## src/rtl/sram_fifo_pkg.sv

```systemverilog
// Shared defaults and types for the SRAM-backed FIFO controller.
package sram_fifo_pkg;
  localparam int DEF_DATA_WIDTH = 32;
  localparam int DEF_ADDR_WIDTH = 8;
  localparam int OBUF_DEPTH     = 2;

  typedef logic [DEF_ADDR_WIDTH-1:0] ptr_t;
  typedef logic [DEF_DATA_WIDTH-1:0] word_t;
endpackage

```

## src/rtl/sram_fifo_obuf.sv

```systemverilog
// Two-entry registered FIFO that holds words returned by the SRAM read port.
module sram_fifo_obuf import sram_fifo_pkg::*; #(
  parameter int DATA_WIDTH = DEF_DATA_WIDTH
) (
  input  logic                  clk,
  input  logic                  rst,
  input  logic                  cap_valid,
  input  logic [DATA_WIDTH-1:0] cap_data,
  output logic                  out_valid,
  input  logic                  out_ready,
  output logic [DATA_WIDTH-1:0] out_data,
  output logic [1:0]            count
);
  logic [DATA_WIDTH-1:0] mem [OBUF_DEPTH];
  logic                  hd;
  logic                  tl;
  logic                  pop;

  assign out_valid = (count != 2'd0);
  assign out_data  = mem[hd];
  assign pop       = out_valid && out_ready;

  always_ff @(posedge clk) begin
    if (rst) begin
      hd    <= 1'b0;
      tl    <= 1'b0;
      count <= 2'd0;
    end else begin
      if (cap_valid) tl <= ~tl;
      if (pop)       hd <= ~hd;
      count <= count + 2'(cap_valid) - 2'(pop);
    end
  end

  // Data storage needs no reset; count gates visibility.
  always_ff @(posedge clk) begin
    if (cap_valid) mem[tl] <= cap_data;
  end
endmodule

```

## src/rtl/sram_fifo_ctrl.sv

```systemverilog
// FIFO controller driving a 1W/1R SRAM macro plus a 2-entry output buffer.
// Optional occupancy/almost-full outputs are enabled by SRAM_FIFO_LEVEL_EN.
module sram_fifo_ctrl import sram_fifo_pkg::*; #(
  parameter int DATA_WIDTH = DEF_DATA_WIDTH,
  parameter int ADDR_WIDTH = DEF_ADDR_WIDTH,
  parameter int RAM_DEPTH  = 1 << ADDR_WIDTH
`ifdef SRAM_FIFO_LEVEL_EN
  , parameter int AFULL_THRESH = RAM_DEPTH - 4
`endif
) (
  input  logic                  clk,
  input  logic                  rst,
  input  logic                  push_valid,
  output logic                  push_ready,
  input  logic [DATA_WIDTH-1:0] push_data,
  output logic                  pop_valid,
  input  logic                  pop_ready,
  output logic [DATA_WIDTH-1:0] pop_data,
  output logic                  sram_csb0,
  output logic [ADDR_WIDTH-1:0] sram_addr0,
  output logic [DATA_WIDTH-1:0] sram_din0,
  output logic                  sram_csb1,
  output logic [ADDR_WIDTH-1:0] sram_addr1,
  input  logic [DATA_WIDTH-1:0] sram_dout1,
  output logic                  empty
`ifdef SRAM_FIFO_LEVEL_EN
  , output logic [ADDR_WIDTH+1:0] level
  , output logic                  almost_full
`endif
);
  localparam int CW = ADDR_WIDTH + 1;

  logic [ADDR_WIDTH-1:0] wptr;
  logic [ADDR_WIDTH-1:0] rptr;
  logic [CW-1:0]         sram_cnt;
  logic                  rd_inflight;
  logic [1:0]            obuf_cnt;
  logic                  push_fire;
  logic                  pop_fire;
  logic                  rd_issue;
  logic [2:0]            obuf_need;

  assign push_ready = !rst && (sram_cnt < CW'(RAM_DEPTH));
  assign push_fire  = push_valid && push_ready;
  assign pop_fire   = pop_valid && pop_ready;

  assign sram_csb0  = !push_fire;
  assign sram_addr0 = wptr;
  assign sram_din0  = push_data;

  // Slots the buffer will hold after this edge; pop_fire implies obuf_cnt >= 1.
  assign obuf_need  = {1'b0, obuf_cnt} + {2'b0, rd_inflight} - {2'b0, pop_fire};
  assign rd_issue   = !rst && (sram_cnt != '0) && (obuf_need < 3'(OBUF_DEPTH));

  assign sram_csb1  = !rd_issue;
  assign sram_addr1 = rptr;

  assign empty = (sram_cnt == '0) && !rd_inflight && (obuf_cnt == 2'd0);

  always_ff @(posedge clk) begin
    if (rst) begin
      wptr        <= '0;
      rptr        <= '0;
      sram_cnt    <= '0;
      rd_inflight <= 1'b0;
    end else begin
      if (push_fire)
        wptr <= (wptr == ADDR_WIDTH'(RAM_DEPTH - 1)) ? '0 : wptr + 1'b1;
      if (rd_issue)
        rptr <= (rptr == ADDR_WIDTH'(RAM_DEPTH - 1)) ? '0 : rptr + 1'b1;
      sram_cnt    <= sram_cnt + CW'(push_fire) - CW'(rd_issue);
      rd_inflight <= rd_issue;
    end
  end

  sram_fifo_obuf #(
    .DATA_WIDTH(DATA_WIDTH)
  ) u_obuf (
    .clk       (clk),
    .rst       (rst),
    .cap_valid (rd_inflight),
    .cap_data  (sram_dout1),
    .out_valid (pop_valid),
    .out_ready (pop_ready),
    .out_data  (pop_data),
    .count     (obuf_cnt)
  );

`ifdef SRAM_FIFO_LEVEL_EN
  localparam int LW = ADDR_WIDTH + 2;

  // Tracks sram_cnt + rd_inflight + obuf_cnt via net push/pop deltas.
  always_ff @(posedge clk) begin
    if (rst) level <= '0;
    else     level <= level + LW'(push_fire) - LW'(pop_fire);
  end

  assign almost_full = (sram_cnt >= CW'(AFULL_THRESH));
`endif
endmodule
```

## config.mk

```make
export PLATFORM = sky130hd
export DESIGN_NAME = sram_fifo_ctrl
export DESIGN_NICKNAME = d
export VERILOG_FILES = /design/src/rtl/sram_fifo_pkg.sv /design/src/rtl/sram_fifo_obuf.sv /design/src/rtl/sram_fifo_ctrl.sv
export SDC_FILE = /design/constraint.sdc
export NUM_CORES = 1
export LEC_CHECK = 0
export ABC_AREA = 1
export CAP_MARGIN = 30
export CORE_AREA = 2 2 124 78
export DETAILED_ROUTE_END_ITERATION = 8
export DIE_AREA = 0 0 126 80
export DONT_BUFFER_PORTS = 1
export MAX_ROUTING_LAYER = met4
export PLACE_DENSITY = 0.66
export SETUP_SLACK_MARGIN = 0.05
export SLEW_MARGIN = 20
export SYNTH_ARGS = -nofsm -noshare
export SYNTH_HDL_FRONTEND = slang
export SYNTH_SLANG_ARGS = --single-unit
export TNS_END_PERCENT = 50
```

## constraint.sdc

```tcl
create_clock -name clk -period 4.1 [get_ports clk]
set_input_delay 1.025 -clock clk [delete_from_list [all_inputs] [get_ports clk]]
set_output_delay 1.025 -clock clk [all_outputs]
set_load 0.01 [all_outputs]
```

==> impl_metrics.json <==
{
  "clk_path_buf_depth": 2,
  "p_seq_frac": 0.398,
  "status": "completed",
  "critPathKind": "in -> reg",
  "io_buffers": 0,
  "period_needed_ps": 3780,
  "slew_headroom": 0.650,
  "cts_made_buffers": 9,
  "drc": 0,
  "grt_max_degree": 33,
  "grt_usage": 0.163,
  "async_flop_share": 0,
  "cts-root-buf": "clkbuf_16",
  "firstDrtPassIters": 4,
  "ys_warn_count": 0,
  "wl_mm": 8.02,
  "initial_core_util": 0.488,
  "critPathMaxStageDelay_ps": 430,
  "drv_cap": 0,
  "ios": 153,
  "die_area_um2": 10100,
  "critical_path_arrival_ps": 4040,
  "synth_fp_nets": 478,
  "tightest_slew_ps": 524,
  "cts_setup_buffers": 0,
  "cts_tree": "built",
  "ant_nets": 0,
  "crit_fanout": 11,
  "clk_latency_ps": 330,
  "antenna_found_initial": 0,
  "ys_ff_latch": 95,
  "place_congestion": 0.839,
  "crit_required_ps": 4360,
  "cp-start-kind": "input pin",
  "syn2layout_area_growth_pct": 5.92,
  "die_x_um": 126,
  "clock_skew_ps": 8.86,
  "fin_crit_sh": 0.922,
  "vias": 2525,
  "overflow": 0,
  "postSynthAreaPerCell_um2": 11.1,
  "num_rows": 27,
  "syn_area_um2": 4350,
  "hold_viol": 0,
  "final_nets": 454,
  "pre_cts_slack_ps": -30.6,
  "min_path_type": "reg -> reg",
  "htreeDepth": 3,
  "rsz0062_at_grt": "false",
  "yosysSeqAreaShare": 0.584,
  "routed_via_density": 5.15,
  "die_h_um": 80,
  "fmax_mhz": 265,
  "critPathCaptureType": "flip-flop",
  "fin_tns_setup_ps": 0,
  "yosysUniqueCellTypes": 32,
  "dp_hpwl_mm": 5.92,
  "drv_slew": 0,
  "drt-initial-drc-count": 229,
  "fillCellCount": 809,
  "clock_power_share": 0.287,
  "post_drt_wl_per_cell_um": 16.4,
  "grt_pass1_wl_mm": 12.4,
  "cp_slowest_cell": "fa_1",
  "coreArea_um2": 8920,
  "layout-drive-gt1-share": 0.171,
  "n_antenna_cell": 0,
  "clkSinkCount": 95,
  "synthCells": 393,
  "powerDensity_nw_per_um2": 715,
  "swShare": 0.333,
  "ys.flop_type": "edfxtp_1",
  "synth_edf_count": 64,
  "combinationalPowerShare": 0.314,
  "p_leak_nw": 1.80,
  "setup_viol": 0,
  "irDropWorstVdd_v": 0.000218,
  "clk_pin_slew_ps": 60,
  "grt_pass1_vias": 2377,
  "timing.final.ws_setup_ps": 320,
  "intPower_w": 0.00220,
  "p_sw_w": 0.00110
}
power by group through the flow:
stage	combinational (W)	clock [W]	sequential, W
5_1_grt	0.00117	0.00101	0.00133
4_1_cts	0.00103	0.000967	0.00131
2_1_floorplan	0.000857	0	0.00131
6_report	0.00104	0.000947	0.00131
3_5_place_dp	0.00102	0	0.00133
3_3_place_gp	0.000999	0	0.00133
through the flow:
step	total power, W	hold WS (ps)	utilization	instances	instance area, µm²
after global routing	0.00352	497	0.517	490	4610
final	0.00330	466	0.517	490	4610
after detailed placement	0.00236	459	0.476	474	4250
after floorplan	0.00217	426	-	393	4350
after CTS	0.00331	468	0.515	490	4590
after global placement	0.00233	443	0.476	474	4250
logic make-up (layout without fill, tap and decap cells):
group	after synthesis	count (layout)	share of synthesized area
compound gates	27	27	0.0334
mux	32	32	0.0828
simple gates	128	128	0.130
buf+inv	90	71	0.109
xor+xnor	4	4	0.00805
flops	95	95	0.584
fa+ha+maj	17	17	0.0523
layer usage:
layer / vias to the layer above / GRT usage / wire length [µm] / share of wire
met5: - / - / 0 / 0
met4: 0 / 0.0615 / 150 / 0.019
met3: 30 / 0.0704 / 695 / 0.087
met2: 82 / 0.238 / 3620 / 0.45
met1: 1185 / 0.203 / 3560 / 0.44
li1: 1228 / - / - / -
placed cells by master (no fill, tap or decap), drive strengths merged, types with 9 or more instances in the layout:
| cell | instances |
|---|---|
| nand2 | 51 |
| inv | 52 |
| mux2 | 32 |
| clkbuf | 9 |
| nand3 | 18 |
| edfxtp | 64 |
| ha | 15 |
| a21oi | 14 |
| nor2 | 47 |
| dfxtp | 31 |
| o21ai | 10 |
critical path: cells and delay by family:
family,cells,cell delay [ps]
adder cells (fa/ha/maj),5,1380
AND/OR/NAND/NOR,13,1050
buffers and inverters,7,610
flip-flops by register name, indices dropped and copies added, names as in the netlist, named ones only:
signal	cells
u_obuf.count	2
u_obuf.tl	1
sram_cnt	9
u_obuf.hd	1
u_obuf.mem	64
rd_inflight	1
sram_addr1	8
sram_addr0	8
final cells by class:
cell class | count | area, µm² | share of cell area
sequential | 95 | 2540 | 0.552
tap | 116 | 145 | 0.0315
inverter | 51 | 193 | 0.0418
clock buffer | 9 | 225 | 0.0489
timing repair buffer | 4 | 30.0 | 0.00652
clock inverter | 7 | 119 | 0.0258
multi-input combinational | 208 | 1350 | 0.294
synth_stat cells, types with 3 or more instances:
cell | instances | area, µm²
nand3_1 | 18 | 90.1
nor2_1 | 42 | 158
o21ai_0 | 9 | 45.0
ha_1 | 15 | 188
nor3_1 | 3 | 15.0
dfxtp_1 | 31 | 621
a21oi_1 | 14 | 70.1
buf_4 | 32 | 240
nand4_1 | 5 | 31.3
nor2_2 | 3 | 18.8
inv_1 | 49 | 184
nand2_1 | 48 | 180
mux2_2 | 30 | 338
buf_2 | 5 | 25.0
edfxtp_1 | 64 | 1920
repair_timing:
action                     CTS  global route
hold buffers                 0             0
resized for setup            0             4
setup endpoints to repair    0             2
final timing paths:
kind	start	to	slack, ps	cells after the start
hold / removal	u_obuf.hd	u_obuf.hd	470	1
setup / recovery	pop_ready	sram_cnt[8]	320	25
hold reg to reg	u_obuf.hd	u_obuf.hd	470	1
setup reg to reg	u_obuf.count[1]	sram_cnt[8]	460	27
(Power assumes the default switching activity.)
